`config.mk`:
```
export PLATFORM = sky130hd
export DESIGN_NAME = instruction_fetch_unit
export DESIGN_NICKNAME = d
export VERILOG_FILES = /design/src/rtl/instruction_fetch_unit.sv
export SDC_FILE = /design/constraint.sdc
export NUM_CORES = 1
export LEC_CHECK = 0
export CAP_MARGIN = 20
export CORE_UTILIZATION = 42
export CTS_CLUSTER_SIZE = 10
export DETAILED_ROUTE_END_ITERATION = 10
export PLACE_DENSITY = 0.87
export SETUP_SLACK_MARGIN = 0.2
export SKIP_LAST_GASP = 1
export SYNTH_ARGS = -nofsm -noshare
export SYNTH_HDL_FRONTEND = slang
export SYNTH_SLANG_ARGS = --single-unit
```
`constraint.sdc`:
```
create_clock -name clk -period 2.5 [get_ports clk]
set_clock_uncertainty 0.15 [all_clocks]
set_input_delay 0.375 -clock clk [delete_from_list [all_inputs] [get_ports clk]]
set_output_delay 0.375 -clock clk [all_outputs]
set_load 0.01 [all_outputs]
```
`src/rtl/instruction_fetch_unit.sv`:
```
// Fetch stage (RESET_WAIT -> FETCH -> EXECUTE); decoded outputs valid the cycle after imem_ready is sampled.
// Backpressure: imem may hold off imem_ready indefinitely; stall freezes EXECUTE until released.
module instruction_fetch_unit #(
  parameter int                    ADDR_WIDTH = 32,
  parameter logic [ADDR_WIDTH-1:0] RESET_PC   = '0
) (
  input  logic                  clk,
  input  logic                  rst_n,
  output logic                  imem_req,
  output logic [ADDR_WIDTH-1:0] imem_addr,
  input  logic                  imem_ready,
  input  logic [31:0]           imem_rdata,
  input  logic                  stall,
  input  logic [1:0]            next_pc_selector,
  input  logic                  branch_taken,
  input  logic [ADDR_WIDTH-1:0] target_addr,
  output logic                  instr_valid,
  output logic [31:0]           instruction,
  output logic [ADDR_WIDTH-1:0] pc,
  output logic [ADDR_WIDTH-1:0] pc_plus_4,
  output logic                  r_type,
  output logic                  i_type_lw,
  output logic                  i_type_addi,
  output logic                  i_type_jalr,
  output logic                  s_type,
  output logic                  sb_type,
  output logic                  u_type_auipc,
  output logic                  u_type_lui,
  output logic                  uj_type,
  output logic [2:0]            func_3,
  output logic                  func_7_bit_6,
  output logic                  illegal_instr
);

  typedef enum logic [1:0] {S_RESET_WAIT, S_FETCH, S_EXECUTE} state_t;

  state_t                r_state;
  state_t                w_state_nxt;
  logic [ADDR_WIDTH-1:0] r_pc;
  logic [ADDR_WIDTH-1:0] w_pc_plus_4;
  logic [ADDR_WIDTH-1:0] w_next_pc;
  logic [31:0]           r_instr;
  logic [8:0]            r_dec;
  logic [8:0]            w_dec;
  logic                  r_illegal;
  logic                  w_illegal;
  logic                  w_take_target;
  logic                  w_accept;
  logic                  w_retire;
  logic                  w_valid;

  assign w_valid  = (r_state == S_EXECUTE);
  assign w_accept = (r_state == S_FETCH) && imem_ready;
  assign w_retire = w_valid && !stall;

  always_ff @(posedge clk or negedge rst_n) begin
    if (!rst_n) r_state <= S_RESET_WAIT;
    else        r_state <= w_state_nxt;
  end

  always_comb begin
    w_state_nxt = r_state;
    case (r_state)
      S_RESET_WAIT: w_state_nxt = S_FETCH;
      S_FETCH:      if (imem_ready) w_state_nxt = S_EXECUTE;
      S_EXECUTE:    if (!stall) w_state_nxt = S_FETCH;
      default:      w_state_nxt = S_RESET_WAIT;
    endcase
  end

  // Bit order of w_dec matches the strobe concatenation on the outputs below.
  always_comb begin
    w_dec     = '0;
    w_illegal = 1'b0;
    case (imem_rdata[6:0])
      7'b0110011: w_dec[0] = 1'b1;
      7'b0000011: w_dec[1] = 1'b1;
      7'b0010011: w_dec[2] = 1'b1;
      7'b1100111: w_dec[3] = 1'b1;
      7'b0100011: w_dec[4] = 1'b1;
      7'b1100011: w_dec[5] = 1'b1;
      7'b0010111: w_dec[6] = 1'b1;
      7'b0110111: w_dec[7] = 1'b1;
      7'b1101111: w_dec[8] = 1'b1;
      default:    w_illegal = 1'b1;
    endcase
  end

  // Illegal opcodes fall through sequentially; masking [1:0] also covers jalr's bit-0 clear.
  assign w_pc_plus_4   = r_pc + ADDR_WIDTH'(4);
  assign w_take_target = !r_illegal &&
                         ((next_pc_selector == 2'b10) || (next_pc_selector == 2'b11) ||
                          ((next_pc_selector == 2'b01) && branch_taken));
  assign w_next_pc     = (w_take_target ? target_addr : w_pc_plus_4) & ~ADDR_WIDTH'(3);

  always_ff @(posedge clk or negedge rst_n) begin
    if (!rst_n) begin
      r_pc      <= RESET_PC;
      r_instr   <= 32'h0000_0013;
      r_dec     <= '0;
      r_illegal <= 1'b0;
    end else begin
      if (w_accept) begin
        r_instr   <= imem_rdata;
        r_dec     <= w_dec;
        r_illegal <= w_illegal;
      end
      if (w_retire) r_pc <= w_next_pc;
    end
  end

  assign imem_req    = (r_state == S_FETCH);
  assign imem_addr   = r_pc;
  assign instr_valid = w_valid;
  assign instruction = r_instr;
  assign pc          = r_pc;
  assign pc_plus_4   = w_pc_plus_4;

  // control_decoder must see an all-zero vector whenever nothing is executing.
  assign {uj_type, u_type_lui, u_type_auipc, sb_type, s_type,
          i_type_jalr, i_type_addi, i_type_lw, r_type} = r_dec & {9{w_valid}};
  assign illegal_instr = r_illegal & w_valid;
  assign func_3        = r_instr[14:12] & {3{w_valid}};
  assign func_7_bit_6  = r_instr[30] & w_valid;

endmodule

```
==> results of run 1 <==
==> logic make-up after synthesis <==
family / share of synthesized area [%]
adders and majority gates: 0.265
AOI/OAI and AO/OA: 15.0
xor gates and xnor gates: 5.19
and+or+nand+nor: 28.2
muxes: 0.636
buffers and inverters: 11.3
DFF: 39.3
other: 0.0794
==> layout by cell type, fill, tap and decap left out, types with 10 or more instances in the layout <==
| cell type | instances |
|---|---|
| clkdlybuf4s50_1 | 165 |
| nor2_1 | 13 |
| buf_4 | 109 |
| buf_2 | 23 |
| buf_6 | 13 |
| a2bb2oi_1 | 16 |
| o21ai_0 | 16 |
| and2_1 | 17 |
| nand3_1 | 14 |
| dfrtp_1 | 66 |
| nand4_1 | 14 |
| xor2_1 | 10 |
| a31oi_1 | 10 |
| clkbuf_8 | 10 |
| o211ai_1 | 14 |
| dlygate4sd2_1 | 10 |
| nand2_1 | 141 |
==> worst register-to-register path, delay by kind of cell (launching register included) <==
| family | cells | cell delay, ns |
|---|---|---|
| flops | 1 | 0.40 |
| simple gates | 2 | 0.38 |
| buf+inv | 11 | 1.37 |
| compound gates | 2 | 0.26 |
==> path summary, 6_finish.rpt <==
kind	from	to	slack, ns	cells after the start
setup reg to reg	imem_addr[3]$_DFFE_PN0P_	imem_addr[15]$_DFFE_PN0P_	-0.12	15
hold / removal	instruction[0]$_DFFE_PN1P_	instruction[0]$_DFFE_PN1P_	0.32	2
hold reg to reg	instruction[0]$_DFFE_PN1P_	instruction[0]$_DFFE_PN1P_	0.32	2
min in group asynchronous	rst_n	instruction[2]$_DFFE_PN0P_	0.49	2
max in group asynchronous	rst_n	instruction[19]$_DFFE_PN0P_	1.01	3
setup / recovery	imem_addr[7]$_DFFE_PN0P_	pc_plus_4[29]	-0.14	7
==> power breakdown <==
part | total [uW] | internal, uW | switching, uW
logic | 4850 | 2480 | 2370
clock network | 956 | 490 | 466
registers | 2010 | 1640 | 369
total | 7820 | 4610 | 3200
==> layout make-up <==
type	instances	area, um^2	share of cell area (%)
Timing Repair Buffer	331	2970	37.8
Multi-Input combinational cell	403	2620	33.3
Sequential cell	74	1860	23.7
Tap cell	140	175	2.23
Clock buffer	10	138	1.75
Clock inverter	6	65.1	0.829
Inverter	6	22.5	0.287
==> metrics by stage <==
step / setup TNS, ns / hold slack, ns / setup slack, ns
CTS: -0.189 / 0.322 / -0.0287
global route: -2.29 / 0.341 / -0.262
floorplan: 0 / -0.0706 / 0.207
finish: -0.779 / 0.319 / -0.138
detailed placement: -0.527 / 0.306 / -0.137
global placement: -0.256 / 0.297 / -0.0842
==> synthesized netlist by cell type (3+ instances only) <==
cell | n | area (um^2)
nand2_1 | 144 | 541
o21a_1 | 4 | 30.0
o22ai_1 | 4 | 25.0
nor2_1 | 19 | 71.3
a31oi_1 | 10 | 62.6
o21ai_0 | 16 | 80.1
and3_1 | 4 | 25.0
a211o_1 | 3 | 26.3
dfstp_2 | 3 | 78.8
or3_1 | 6 | 37.5
buf_6 | 5 | 56.3
nor3_1 | 10 | 50.1
xnor2_1 | 18 | 158
xor2_1 | 10 | 87.6
o311ai_0 | 5 | 43.8
nand4b_1 | 3 | 26.3
o211ai_1 | 14 | 105
o31ai_1 | 4 | 30.0
nand3_1 | 20 | 100
mux2i_1 | 3 | 30.0
and4_1 | 3 | 26.3
and2_1 | 19 | 119
o22a_1 | 5 | 43.8
buf_2 | 11 | 55.1
a21oi_1 | 10 | 50.1
clkbuf_1 | 17 | 63.8
buf_4 | 40 | 300
nand4_1 | 14 | 87.6
a2bb2oi_1 | 17 | 149
inv_1 | 6 | 22.5
dfrtp_1 | 71 | 1780
==> registers in the layout, indices dropped and copies added, names as in the netlist <==
| signal | flops |
|---|---|
| imem_addr | 30 |
| r_dec | 9 |
| r_state | 2 |
| instruction | 32 |
| r_illegal | 1 |
==> routing by layer <==
metal / up-vias / track usage (%) / part of all wire [%]
li1: 2428 / - / -
met5: - / 0 / 0
met3: 46 / 6.81 / 8.8
met4: 0 / 15.1 / 2.9
met2: 318 / 49.3 / 50
met1: 2573 / 32.6 / 38
==> repair_timing <==
action	CTS	global route
endpoints found under the hold margin	53	0
setup endpoints to repair	42	32
buffers inserted	35	15
gates resized for setup	146	38
cloned	2	0
hold buffers	1	0
pin swaps	23	24
==> impl_metrics.toml, run 1 <==
[status]
status = "complete, but fails checks"
violations = "negative setup slack"

[logic_synthesis]
ys_types = 59
seq_area_frac_synth_pct = 39.3
avgSynthCellArea_um2 = 8.51
synth_area_um2 = 4720
synth-async-reset-ratio_pct = 100
ys_ff_latch = 74
synth_enable_flop_cells = 0
yosysWarnings = 0
synth_ff_type = "dfrtp_1"
netlist_instances = 555

[worst_hold_path]
hold_path.class = "flop to flop"

[floorplan]
io_pins = 215
die_y_um = 108
die_x_um = 108
rows = 38
core_um2 = 10900
initial_utilization_pct = 43.4
die_area_um2 = 11700

[timing]
slew_headroom_pct = 49.9
period_share_pct = 106
fin_crit_ns = 2.64
fin_ws_ns = -0.138
hold_viol_final = 0
slew_violations = 0
rsz0062_at_grt = "true"
fmax_ghz = 0.379
tightestPinTransition_ns = 0.751
setup_viol = 15

[critical_path]
crit_buf_inv = 3
slowest_delay_ns = 0.41
crit_chain = "nand4_1, nor4_4, buf_4, buf_6, and2_4, xor2_1, buf_2"
endpoint_kind = "output port"
path_delay_family = "simple AND/OR/NAND/NOR gates"
cp_max_fo = 4
critPathLaunchType = "flop"
crit_slowest_cell = "dfrtp_1"
cp.arrival_ns = 2.11
path_class = "flop to output port"
worstPathRequired_ns = 1.98

[cells_and_area]
finish.utilization_pct = 72.1
n_fill_cell = 735
stdcell_count = 970
nets = 897
areaGrowthSynthToFinish_pct = 66.1
design_area_um2 = 7850
num_antenna_cells = 0
drive_above_1_share_pct = 27.5

[clocking]
clockRootBuffer = "clkbuf_8"
cts_made_buffers = 9
cts.path.max_buffers = 2
clkLatencyLatePin_ns = 0.34
cts_htree_levels = 3
cts_tree = "done"
cts_sinks = 74
clk_pin_slew_ns = 0.08

[global_routing]
grt_util_all_layers_pct = 28.5
grt_pass1_vias = 5339
antenna_found_initial = 0
grt_pass1_wl_mm = 26.0
grt_remaining_overflow = 0
grt_max_degree = 59

[place]
portBuffers = 206
dp_hpwl_mm = 11.4
dp.cells = 901
place.gp.congestion = 0.897
place_area_um2 = 7060

[pwr]
cellPowerDensity_nw_per_um2 = 996
p_total_uw = 7820
vdd_drop_max_v = 0.000562
leakage_uw = 0.00361

[drt]
vias = 5365
routed_wl_mm = 17.5
firstDrtPassIters = 5
drc = 0
postRouteAntennaNets = 0
avgRoutedWirePerCell_um = 18.1
drtIter0Drc = 309
viasPerCell = 5.53

[run]
maxCapViolCount = 0
No activity file was read; power rests on OpenSTA's default activity.
==> run 2, diff against run 1 <==
--- a/config.mk
+++ b/config.mk
@@ -6,10 +6,11 @@
 export NUM_CORES = 1
 export LEC_CHECK = 0
 export CAP_MARGIN = 20
+export CORE_MARGIN = 10
 export CORE_UTILIZATION = 42
 export CTS_CLUSTER_SIZE = 10
 export DETAILED_ROUTE_END_ITERATION = 10
-export PLACE_DENSITY = 0.87
+export PLACE_DENSITY = 0.81
 export SETUP_SLACK_MARGIN = 0.2
 export SKIP_LAST_GASP = 1
 export SYNTH_ARGS = -nofsm -noshare
==> run 2 against run 1 <==
Against the previous run:
- die area is 36% higher
- fmax increased by 4.4%
- the run still ends with negative setup slack left
- routed wire length is 3.6% higher
==> impl_metrics.toml, run 2 (same netlist as run 1, synthesis figures left out) <==
[critical_path]
crit_start = "imem_addr[7]$_DFFE_PN0P_"
cp.arrival_ns = 2.00
r2r_setup_slack_ns = 0.13
critPathLaunchType = "flop"
cp_max_fo = 5
path_class = "flop to output port"
r2r-end = "imem_addr[15]$_DFFE_PN0P_"
r2r_start = "imem_addr[10]$_DFFE_PN0P_"
endpoint_kind = "output port"
reg2regPathDepth = 12
worstPathRequired_ns = 1.98

[drt]
avgRoutedWirePerCell_um = 18.7
viasPerCell = 5.36
vias = 5198
firstDrtPassIters = 5
drc = 0
drtIter0Drc = 422
postRouteAntennaNets = 0
routed_wl_mm = 18.2

[timing]
hold_viol_final = 0
fin_crit_ns = 2.53
fmax_ghz = 0.396
slew_headroom_pct = 59.9
period_share_pct = 101
fin_ws_ns = -0.0267
rsz0062_at_grt = "true"
slew_violations = 0
tightestPinTransition_ns = 0.602
setup_viol = 1

[worst_hold_path]
hold_path.class = "flop to flop"
min_to = "instruction[4]$_DFFE_PN1P_"
min_from = "instruction[4]$_DFFE_PN1P_"
whs_path_depth = 2

[pwr]
comb_power_share_pct = 59.2
power_frac_clock_pct = 16.0
cellPowerDensity_nw_per_um2 = 1030
seqPwrFrac_pct = 24.8
intPower_uw = 4900
leakage_uw = 0.00356
sw_frac_of_total_pct = 39.4
vdd_drop_max_v = 0.000640
p_total_uw = 8080
power_switching_uw = 3180

[floorplan]
io_pins = 215
initial_utilization_pct = 43.2
die_area_um2 = 15900
die_x_um = 126
core_um2 = 10900
die_y_um = 126
rows = 38

[clocking]
cts.path.max_buffers = 2
clkLatencyLatePin_ns = 0.32
cts_tree = "done"
cts_htree_levels = 3
clk_pin_slew_ns = 0.06
clockRootBuffer = "clkbuf_16"
cts_made_buffers = 9
cts_sinks = 74

[cells_and_area]
finish.utilization_pct = 71.8
largest_reg_flops = 32
stdcell_count = 969
areaGrowthSynthToFinish_pct = 66.3
final_common_cell = "clkdlybuf4s50_1"
num_antenna_cells = 0
layout_common_cells = "165 x clkdlybuf4s50_1, 142 x nand2_1, 110 x buf_4"
drive_above_1_share_pct = 26.4
nets = 896

[run]
maxCapViolCount = 0

[global_routing]
grt_util_all_layers_pct = 21.3
grt_pass1_vias = 5333
grt_remaining_overflow = 0
antenna_found_initial = 0
grt_pass1_wl_mm = 28.2
grt_max_degree = 42

[status]
status = "complete, but fails checks"
violations = "negative setup slack"

[place]
place.gp.congestion = 0.932
dp.cells = 905
dp_hpwl_mm = 13.2
portBuffers = 206
run 2: changes by cell type in the layout (fill, tap and decap cells not counted), sizes merged:
cell / delta
dlymetal6s2s: -2
buf: +1
clkbuf: +1
clkinv: -1
run 2: worst max path at each step:
stage | slack (ns) | to
6_report | -0.03 | pc_plus_4[23]
5_1_grt | -0.13 | pc_plus_4[23]
4_1_cts | -0.07 | pc_plus_4[19]
3_5_place_dp | -0.18 | pc_plus_4[22]
3_3_place_gp | -0.1 | pc_plus_4[22]
2_1_floorplan | 0.21 | pc_plus_4[24]
run 2: critical path: stages, from the launching register on:
cell and delay, ns:
dfrtp_1 0.42, nand4_1 0.19, nor4_2 0.36, buf_4 0.17, buf_6 0.10, nand4_4 0.07, xnor2_1 0.20, buf_2 0.17
run 2: layout make-up:
cell class | instances | area, um^2
Fill cell | 839 | 3080
Sequential cell | 74 | 1860
Timing Repair Buffer | 330 | 2940
Clock buffer | 11 | 233
Tap cell | 140 | 175
Multi-Input combinational cell | 403 | 2560
Clock inverter | 5 | 63.8
Inverter | 6 | 22.5
run 2: repair_timing:
item                                   CTS  global route
endpoints found under the hold margin   40             0
pin swaps                               21            26
hold buffers                             1             0
setup endpoints to repair               42            35
cloned                                   1             0
buffers inserted                        29            17
resized for setup                      134            41
run 2: layer usage:
metal  global-route usage [%]  routed length [um]
met4                     5.49                 219
met3                     8.47                1970
met2                     35.6                8880
met5                        0                   0
met1                     25.0                7080
run 2: metrics by stage:
stage / hold slack [ns] / setup TNS [ns] / setup WS (ns) / cell area (um^2)
6_report: 0.319 / -0.0267 / -0.0267 / 7850
3_3_place_gp: 0.261 / -0.357 / -0.0988 / 7090
4_1_cts: 0.321 / -0.205 / -0.0683 / 7600
2_1_floorplan: -0.0706 / 0 / 0.207 / 4750
3_5_place_dp: 0.261 / -0.965 / -0.182 / 7090
5_1_grt: 0.337 / -0.769 / -0.133 / 7850
run 2: power groups by stage:
stage | Clock [uW] | Sequential (uW) | Combinational [uW]
finish | 1300 | 2000 | 4780
global route | 1370 | 2060 | 5170
CTS | 1320 | 1990 | 4630
detailed placement | 0 | 2020 | 4560
global placement | 0 | 1980 | 4480
floorplan | 0 | 2220 | 1990
==> run 3, diff against run 2 <==
--- a/config.mk
+++ b/config.mk
@@ -5,12 +5,13 @@
 export SDC_FILE = /design/constraint.sdc
 export NUM_CORES = 1
 export LEC_CHECK = 0
-export CAP_MARGIN = 20
+export CAP_MARGIN = 0
 export CORE_MARGIN = 10
 export CORE_UTILIZATION = 42
 export CTS_CLUSTER_SIZE = 10
 export DETAILED_ROUTE_END_ITERATION = 10
 export PLACE_DENSITY = 0.81
+export REMOVE_ABC_BUFFERS = 1
 export SETUP_SLACK_MARGIN = 0.2
 export SKIP_LAST_GASP = 1
 export SYNTH_ARGS = -nofsm -noshare
==> run 3 against run 2 <==
Against the previous run:
- critical endpoint is now pc_plus_4[22]
- largest power group unchanged
- the run still ends with negative setup slack left
- routed wire length is 7.3% higher
- sequential power rose by 2%
- combinational power is 1% higher
- cell count fell by 1.1%
==> impl_metrics.toml, run 3 (same netlist as run 1, synthesis figures left out) <==
[pwr]
comb_power_share_pct = 59.9
power_frac_clock_pct = 14.8
intPower_uw = 4750
sw_frac_of_total_pct = 41.3
power_switching_uw = 3340
leakage_uw = 0.00357
vdd_drop_max_v = 0.000594
seqPwrFrac_pct = 25.3
cellPowerDensity_nw_per_um2 = 1040

[critical_path]
r2r-end = "imem_addr[29]$_DFFE_PN0P_"
cp.arrival_ns = 2.14
cp_max_fo = 3
r2r_setup_slack_ns = 0.28
path_class = "flop to output port"
r2r_start = "imem_addr[3]$_DFFE_PN0P_"
crit_start = "imem_addr[2]$_DFFE_PN0P_"
critPathLaunchType = "flop"
worstPathRequired_ns = 1.98
crit_end = "pc_plus_4[22]"
endpoint_kind = "output port"
reg2regPathDepth = 9

[timing]
period_share_pct = 106
hold_viol_final = 0
setup_viol = 12
fin_tns_setup_ns = -0.982
tightestPinTransition_ns = 0.982
slew_violations = 0
fin_crit_ns = 2.66
rsz0062_at_grt = "true"
fin_ws_ns = -0.162
slew_headroom_pct = 34.5
fmax_ghz = 0.376

[floorplan]
io_pins = 215
die_y_um = 126
rows = 38
core_um2 = 10900
die_area_um2 = 15900
initial_utilization_pct = 43.2
die_x_um = 126

[cells_and_area]
drive_above_1_share_pct = 26.2
stdcell_count = 958
largest_reg_flops = 32
nets = 885
layout_common_cells = "163 x clkdlybuf4s50_1, 141 x nand2_1, 100 x buf_4"
final_common_cell = "clkdlybuf4s50_1"
num_antenna_cells = 0
areaGrowthSynthToFinish_pct = 64.5

[drt]
firstDrtPassIters = 5
routed_wl_mm = 19.5
viasPerCell = 5.68
postRouteAntennaNets = 0
drc = 0
avgRoutedWirePerCell_um = 20.3
vias = 5445
drtIter0Drc = 516

[worst_hold_path]
hold_path.class = "input pin to async pin"

[global_routing]
grt_pass1_wl_mm = 30.1
grt_util_all_layers_pct = 22.7
grt_pass1_vias = 5656
grt_max_degree = 75
grt_remaining_overflow = 0
antenna_found_initial = 0

[place]
portBuffers = 206
dp.cells = 901
place.gp.congestion = 0.895
dp_hpwl_mm = 13.2

[clocking]
ctsHoldBuffers = 0
clockRootBuffer = "clkbuf_16"
clk_pin_slew_ns = 0.06
cts_htree_levels = 3
cts_sinks = 74
cts_made_buffers = 9
cts.path.max_buffers = 2
cts_tree = "done"
clkLatencyLatePin_ns = 0.34

[run]
maxCapViolCount = 0

[status]
status = "complete, but fails checks"
violations = "negative setup slack"
## run 3: power groups by stage
stage	clock network (uW)	logic (uW)	registers (uW)
finish	1200	4850	2040
global route	1250	5180	2090
CTS	1190	4680	2000
detailed placement	0	4480	2020
global placement	0	4380	1990
floorplan	0	1410	2390
## run 3: worst min-delay path by stage
stage	startpoint	endpoint	slack, ns	cells past startpoint
detailed placement	instruction[1]$_DFFE_PN1P_	instruction[1]$_DFFE_PN1P_	0.30	2
global placement	instruction[4]$_DFFE_PN1P_	instruction[4]$_DFFE_PN1P_	0.30	2
floorplan	rst_n	imem_addr[10]$_DFFE_PN0P_	-0.07	0
global route	rst_n	imem_addr[30]$_DFFE_PN0P_	0.1	1
finish	rst_n	imem_addr[30]$_DFFE_PN0P_	0.02	1
CTS	rst_n	imem_addr[30]$_DFFE_PN0P_	0.09	1
## run 3: per-stage QoR
stage / cell area, um^2 / hold WS (ns) / total power (uW) / setup slack (ns) / utilization (%)
finish: 7770 / 0.0181 / 8090 / -0.162 / 71.0
global route: 7770 / 0.0982 / 8520 / -0.270 / 71.0
CTS: 7580 / 0.0874 / 7880 / -0.104 / 69.3
detailed placement: 7030 / 0.299 / 6490 / -0.0876 / 64.2
global placement: 7030 / 0.297 / 6370 / -0.0561 / 64.2
floorplan: 4230 / -0.0706 / 3800 / 0.0751 / -
## run 3: layout make-up
cell class | count | area (um^2)
fill | 788 | 3170
inverter | 6 | 22.5
tap | 140 | 175
clock inverter | 5 | 31.3
multi-input combinational | 403 | 2590
timing repair buffer | 319 | 2860
clock buffer | 11 | 233
sequential | 74 | 1860
## run 3: per-layer routing
metal	global-route usage (%)	up-vias	routed length, um
li1	-	2404	-
met1	24.3	2602	6920
met2	38.5	368	9390
met3	10.3	71	2450
met4	8.98	0	734
met5	0	-	0
## run 3: worst max-delay path, cell delays in order (launching register included)
cell and delay (ns):
dfrtp_1 0.36, ha_2 0.22, nand4_1 0.17, buf_4 0.21, nor4_4 0.21, buf_4 0.19
buf_6 0.10, nand3_4 0.07, xnor2_2 0.13, buf_2 0.14
## run 3: timing repair
action                     in CTS  in global routing
resized for setup             150                 36
pin swaps                      25                 18
buffers inserted               26                 14
setup endpoints to repair      42                 31
cloned                          1                  0
